## config.mk

```make
export PLATFORM = sky130hd
export DESIGN_NAME = softmax_pipe_scheduler
export DESIGN_NICKNAME = d
export VERILOG_FILES = /design/src/rtl/softmax_ctrl_pkg.sv /design/src/rtl/sched_delay_line.sv /design/src/rtl/softmax_pipe_scheduler.sv
export SDC_FILE = /design/constraint.sdc
export NUM_CORES = 1
export LEC_CHECK = 0
export ABC_CLOCK_PERIOD_IN_PS = 6500
export CAP_MARGIN = 20
export CORE_UTILIZATION = 54
export CTS_CLUSTER_SIZE = 30
export DETAILED_ROUTE_END_ITERATION = 8
export HOLD_SLACK_MARGIN = 0.03
export PLACE_DENSITY = 0.88
export RECOVER_POWER = 50
export REMOVE_ABC_BUFFERS = 1
export SLEW_MARGIN = 20
export SYNTH_ARGS = -nofsm -noshare
export SYNTH_HDL_FRONTEND = slang
export SYNTH_SLANG_ARGS = --single-unit
```

## constraint.sdc

```tcl
create_clock -name clk -period 6.5 [get_ports clk]
set_clock_uncertainty 0.15 [all_clocks]
set_input_delay 1.95 -clock clk [delete_from_list [all_inputs] [get_ports clk]]
set_output_delay 1.95 -clock clk [all_outputs]
set_load 0.01 [all_outputs]
```

## src/rtl/softmax_ctrl_pkg.sv

```systemverilog
// Shared state encoding and default arithmetic latencies for the softmax sequencer.
package softmax_ctrl_pkg;

    typedef enum logic [2:0] {
        IDLE,
        P1_ISSUE,
        P1_DRAIN,
        RECIP,
        P2_ISSUE,
        P2_DRAIN,
        DONE
    } state_t;

    localparam int DEF_RD_LAT  = 1;
    localparam int DEF_EXP_LAT = 4;
    localparam int DEF_ACC_LAT = 2;
    localparam int DEF_MUL_LAT = 3;

endpackage

```

## src/rtl/sched_delay_line.sv

```systemverilog
// Valid+address shift register tracking in-flight reads, with synchronous flush.
module sched_delay_line #(
    parameter int DEPTH = 1,
    parameter int W     = 8
) (
    input  logic         clk,
    input  logic         rst,
    input  logic         flush,
    input  logic         in_valid,
    input  logic [W-1:0] in_addr,
    output logic         out_valid,
    output logic [W-1:0] out_addr,
    output logic         empty
);

    logic [DEPTH-1:0] vld;
    logic [W-1:0]     addr_q [DEPTH];

    always_ff @(posedge clk or posedge rst) begin
        if (rst) begin
            vld <= '0;
            for (int unsigned i = 0; i < DEPTH; i++) addr_q[i] <= '0;
        end else if (flush) begin
            vld <= '0;
            for (int unsigned i = 0; i < DEPTH; i++) addr_q[i] <= '0;
        end else begin
            vld[0]    <= in_valid;
            addr_q[0] <= in_addr;
            for (int unsigned i = 1; i < DEPTH; i++) begin
                vld[i]    <= vld[i-1];
                addr_q[i] <= addr_q[i-1];
            end
        end
    end

    assign out_valid = vld[DEPTH-1];
    assign out_addr  = addr_q[DEPTH-1];

    // Empty means nothing is queued behind the entry currently presented at the output.
    always_comb begin
        empty = 1'b1;
        for (int unsigned i = 0; i + 1 < DEPTH; i++) begin
            if (vld[i]) empty = 1'b0;
        end
    end

endmodule

```

## src/rtl/softmax_pipe_scheduler.sv

```systemverilog
// Pipelined two-pass softmax sequencer: exp/accumulate pass, reciprocal, multiply pass.
// Optional SOFTMAX_PERF_CNT_EN adds a perf_cycles busy-cycle counter output.
module softmax_pipe_scheduler
    import softmax_ctrl_pkg::*;
#(
    parameter int TOTAL_VALUES = 1024,
    parameter int ADDR_W       = $clog2(TOTAL_VALUES),
    parameter int RD_LAT       = DEF_RD_LAT,
    parameter int EXP_LAT      = DEF_EXP_LAT,
    parameter int ACC_LAT      = DEF_ACC_LAT,
    parameter int MUL_LAT      = DEF_MUL_LAT
) (
    input  logic              clk,
    input  logic              rst,
    input  logic              start,
    input  logic              abort,
    output logic              busy,
    output logic              done,
    output logic              ram1_en_b,
    output logic [ADDR_W-1:0] ram1_addr_b,
    output logic              ram2_en_a,
    output logic              ram2_we_a,
    output logic [ADDR_W-1:0] ram2_addr_a,
    output logic              acc_clr,
    output logic              acc_en,
    output logic              reci_start,
    input  logic              reci_valid,
    output logic              ram2_en_b,
    output logic [ADDR_W-1:0] ram2_addr_b,
    output logic              ram3_en_a,
    output logic              ram3_we_a,
    output logic [ADDR_W-1:0] ram3_addr_a
`ifdef SOFTMAX_PERF_CNT_EN
    ,
    output logic [31:0]       perf_cycles
`endif
);

    localparam int D1    = RD_LAT + EXP_LAT;
    localparam int D2    = RD_LAT + MUL_LAT;
    localparam int ACC_W = $clog2(ACC_LAT + 1) + 1;
    localparam logic [ADDR_W-1:0] LAST_ADDR = ADDR_W'(TOTAL_VALUES - 1);
    localparam logic [ACC_W-1:0]  ACC_WAIT  = ACC_W'(ACC_LAT);

    state_t              state, state_n;
    logic [ADDR_W-1:0]   addr_cnt;
    logic [ACC_W-1:0]    acc_wait;
    logic                reci_sent;
    logic                issuing, last_addr;
    logic                d1_valid, d1_empty, d2_valid, d2_empty;
    logic [ADDR_W-1:0]   d1_addr, d2_addr;

    assign issuing   = (state == P1_ISSUE) || (state == P2_ISSUE);
    assign last_addr = (addr_cnt == LAST_ADDR);

    always_ff @(posedge clk or posedge rst) begin
        if (rst) state <= IDLE;
        else     state <= state_n;
    end

    always_ff @(posedge clk or posedge rst) begin
        if (rst) begin
            addr_cnt  <= '0;
            acc_wait  <= '0;
            reci_sent <= 1'b0;
        end else begin
            if (abort || !issuing || last_addr) addr_cnt <= '0;
            else                                addr_cnt <= addr_cnt + 1'b1;

            // Counts post-drain cycles so the accumulator sum has settled before RECIP.
            if (!abort && state == P1_DRAIN && d1_empty) begin
                if (acc_wait != ACC_WAIT) acc_wait <= acc_wait + 1'b1;
            end else begin
                acc_wait <= '0;
            end

            reci_sent <= !abort && (state == RECIP);
        end
    end

    always_comb begin
        state_n    = state;
        acc_clr    = 1'b0;
        reci_start = 1'b0;
        done       = 1'b0;
        ram1_en_b  = 1'b0;
        ram2_en_b  = 1'b0;
        case (state)
            IDLE: begin
                if (start) begin
                    acc_clr = 1'b1;
                    state_n = P1_ISSUE;
                end
            end
            P1_ISSUE: begin
                ram1_en_b = 1'b1;
                if (last_addr) state_n = P1_DRAIN;
            end
            P1_DRAIN: begin
                if (d1_empty && acc_wait == ACC_WAIT) state_n = RECIP;
            end
            RECIP: begin
                reci_start = !reci_sent;
                if (reci_valid) state_n = P2_ISSUE;
            end
            P2_ISSUE: begin
                ram2_en_b = 1'b1;
                if (last_addr) state_n = P2_DRAIN;
            end
            P2_DRAIN: begin
                if (d2_empty) state_n = DONE;
            end
            DONE: begin
                done    = 1'b1;
                state_n = IDLE;
            end
            default: state_n = IDLE;
        endcase
        if (abort) begin
            state_n = IDLE;
            acc_clr = 1'b0;
            done    = 1'b0;
        end
    end

    assign busy        = (state != IDLE);
    assign ram1_addr_b = (state == P1_ISSUE) ? addr_cnt : '0;
    assign ram2_addr_b = (state == P2_ISSUE) ? addr_cnt : '0;

    sched_delay_line #(.DEPTH(D1), .W(ADDR_W)) u_p1_dly (
        .clk       (clk),
        .rst       (rst),
        .flush     (abort),
        .in_valid  (ram1_en_b),
        .in_addr   (ram1_addr_b),
        .out_valid (d1_valid),
        .out_addr  (d1_addr),
        .empty     (d1_empty)
    );

    sched_delay_line #(.DEPTH(D2), .W(ADDR_W)) u_p2_dly (
        .clk       (clk),
        .rst       (rst),
        .flush     (abort),
        .in_valid  (ram2_en_b),
        .in_addr   (ram2_addr_b),
        .out_valid (d2_valid),
        .out_addr  (d2_addr),
        .empty     (d2_empty)
    );

    assign ram2_en_a   = d1_valid;
    assign ram2_we_a   = d1_valid;
    assign acc_en      = d1_valid;
    assign ram2_addr_a = d1_addr;
    assign ram3_en_a   = d2_valid;
    assign ram3_we_a   = d2_valid;
    assign ram3_addr_a = d2_addr;

`ifdef SOFTMAX_PERF_CNT_EN
    logic [31:0] run_cnt;

    always_ff @(posedge clk or posedge rst) begin
        if (rst) begin
            run_cnt     <= '0;
            perf_cycles <= '0;
        end else begin
            if (state == IDLE && start && !abort) begin
                run_cnt     <= '0;
                perf_cycles <= '0;
            end else if (busy && run_cnt != '1) begin
                run_cnt <= run_cnt + 1'b1;
            end
            // The DONE cycle is busy too, so it is folded into the latched value.
            if (done) perf_cycles <= (run_cnt == '1) ? '1 : run_cnt + 1'b1;
        end
    end
`endif

endmodule
```

==> summary.md <==
| Metric | Value |
|---|---|
| Crit path capture type | `primary output` |
| Core area | `7807 sq um` |
| Sequential Power Share | `0.404` |
| WL per Instance | `14.38 um` |
| Seq cells post-synth | `116` |
| Sum of negative setup slack | `0 ns` |
| Fraction of the cycle the final worst path needs | `0.8013` |
| Pint | `1.467 mW` |
| ANT nets after route | `0` |
| Mapped Cells | `356` |
| Post-route cell area | `5477 sq um` |
| Cell count of the worst reg-to-reg path | `4` |
| Clock sink total | `116` |
| Failing checks | `capacitance limit, slew limit` |
| Hold path start | `u_p2_dly.addr_q[23]` |
| R2R Setup Slk | `4.23 ns` |
| Ports | `56` |
| CTS clk-pin slew, worst paths | `0.05 ns` |
| Slew of the pin with the lowest slew margin | `3.246 ns` |
| Crit path arrival time | `3.11 ns` |
| Synth Warn # | `0` |
| Comb power frac | `0.078` |
| Routed wire length | `7291 um` |
| Post-route DRC violation count | `0` |
| Synth cell types | `37` |
| Syn_area_per_cell | `12.34 sq um` |
| DIE WIDTH | `92.21 um` |
| Hold path endpoint | `u_p2_dly.addr_q[13]` |
| Final core utilization | `0.7014` |
| Min-Delay Path Class | `flip-flop to flip-flop` |
| Total power | `1.908 mW` |
| Startpoint Class | `primary input` |
| CTS H-tree lvls | `4` |
| Psw | `0.4412 mW` |
| Dpl cell area | `4840 sq um` |
| RSZ-0062 raised after global routing | `false` |
| Sw frac | `0.2312` |
| Rows | `32` |
| Kind of critical path | `primary input to primary output` |
| Fin crit period | `5.208 ns` |
| Setup ws final | `1.292 ns` |
| Dpl ws | `1.299 ns` |
| Routed vias | `2495` |
| Largest net degree at the start of global routing | `82` |
| CTS tree | `yes` |
| Hold Crit Depth | `1` |
| Initial Utilization | `0.5628` |
| DR iter-0 viols | `100` |
| Mapped cell area | `4394 sq um` |
| Status | `complete, but fails checks` |
| Worst-Skew Late Latency | `0.51 ns` |
| Area growth, synth to finish | `24.63%` |
| Number of fillers in the final layout | `551` |
| Max-cap violations | `1` |
| R2R Path Start | `state[2]` |
| Pleak | `2.609 nW` |
| PortBufs | `55` |
| Max-Slew Margin vs Limit | `-1.176` |
| Vias in the first global route | `2589` |
| Antenna violations before repair | `1` |
| Fin. Hold Viols | `0` |
| Setup violations, final | `0` |
| Reg2reg end | `state[0]` |
| # hold bufs at CTS | `0` |
| Req. time, crit path | `4.40 ns` |
| Die height | `92.21 um` |
| Placer Congestion | `0.7756` |
| Crit Path Max Fanout | `2` |
| Clk network pwr share | `0.518` |
| First-pass GRT wire length | `12540 um` |
| Drt pass-1 iters | `4` |
| Register area | `2903 sq um` |
| Post_cts resized | `0` |
| Root Buffer | `clkbuf_8` |
| Most frequent cells in the layout | `dfrtp_1 (116), nor2b_1 (79), clkdlybuf4s50_1 (52)` |
| Peak supply drop | `0.1934 mV` |
| Async S/R FF share, synth | `1.000` |
| F_max | `192.0 MHz` |
| Gr usage total | `0.2015` |
| Commonest non-fill, non-tap cell in the layout | `dfrtp_1` |
| Inserted Clock Buffers | `17` |
| Hpwl dp | `4126 um` |
| Seq/Total Area, Yosys | `0.6606` |
| Pwr/cell area | `348.4 nW/um^2` |
| Fin. max-slew vios | `79` |
| Most common flop cell mapped by yosys | `dfrtp_1` |
| Buffer count from post-CTS setup fixing | `0` |
| Die area | `8502 sq um` |
| Grt ovf | `0` |
| Vias per cell | `4.921` |
| Combined area of the multi-input logic cells | `1224 sq um` |
| Post-synth EDFFs | `0` |
| Bufs on Longest Clock Path | `2` |
| Layout cells sized above 1 | `0.08663` |
| Fin nets | `399` |
## layer usage
metal | GRT usage | wire length (um)
met3 | 0.07711 | 394
met2 | 0.3333 | 3757
met4 | 0.09766 | 155
met5 | 0 | 0
met1 | 0.2295 | 2984
## synth_stat cells, types with 4 or more instances
library cell | n | share of area
dfrtp_1 | 116 | 0.66
nor2b_1 | 79 | 0.11
and2_1 | 29 | 0.041
buf_4 | 23 | 0.039
nor2_1 | 21 | 0.018
clkbuf_1 | 17 | 0.015
and3_1 | 11 | 0.016
xnor2_1 | 6 | 0.012
nor3_1 | 5 | 0.0057
inv_1 | 4 | 0.0034
nand2_1 | 4 | 0.0034
xor2_1 | 4 | 0.0080
## registers in the layout, indices dropped and copies added (netlist names)
name / flops
u_p1_dly.addr_q: 40
u_p2_dly.addr_q: 30
addr_cnt: 10
u_p1_dly.out_addr: 10
u_p2_dly.out_addr: 10
u_p1_dly.vld: 5
u_p2_dly.vld: 4
acc_wait: 3
state: 3
reci_sent: 1
## kinds of logic (layout without fill, tap and decap cells)
group,after synthesis,after routing,synth area share
AOI/OAI and AO/OA,9,9,0.01566
other,0,1,0
and+or+nand+nor,171,171,0.2321
DFF,116,116,0.6606
xor gates and xnor gates,10,10,0.01993
buffers and inverters,46,94,0.06093
adders and majority gates,3,3,0.008543
muxes,1,1,0.002278
## worst max-delay path by stage
stage | cells past startpoint | endpoint | startpoint | slack (ns)
final | 3 | acc_clr | start | 1.29
after global routing | 4 | acc_clr | abort | 1.26
after CTS | 3 | acc_clr | start | 1.29
after detailed placement | 3 | acc_clr | start | 1.30
after global placement | 3 | acc_clr | start | 1.31
after floorplan | 1 | acc_wait[0] | rst | 1.33
## final cells by class
cell class                      instances  share of cell area
Sequential cell                       116              0.5300
Multi-Input combinational cell        194              0.2234
Antenna cell                            1           0.0004569
Inverter                                4            0.002970
Timing Repair Buffer                   58              0.1035
Clock buffer                           19             0.07882
Tap cell                              102             0.02330
Clock inverter                         13             0.03747
## power by group through the flow
stage / Combinational [mW] / Clock [mW] / Sequential [mW]
finish: 0.149 / 0.987 / 0.772
global route: 0.169 / 1.04 / 0.777
CTS: 0.151 / 1.00 / 0.771
detailed placement: 0.149 / 0 / 0.784
global placement: 0.143 / 0 / 0.781
floorplan: 0.0866 / 0 / 0.773
## worst max-delay path: stages
cell and delay [ns]:
clkdlybuf4s50_1 0.47, and3_1 0.15, clkdlybuf4s50_1 0.54
## per-stage QoR
stage	instances	hold slack [ns]
after floorplan	314	0.2885
after global placement	474	0.2909
after detailed placement	474	0.2993
after CTS	506	0.3136
after global routing	506	0.3256
final	507	0.3070
Note: power is estimated with default switching activity, not from simulation.
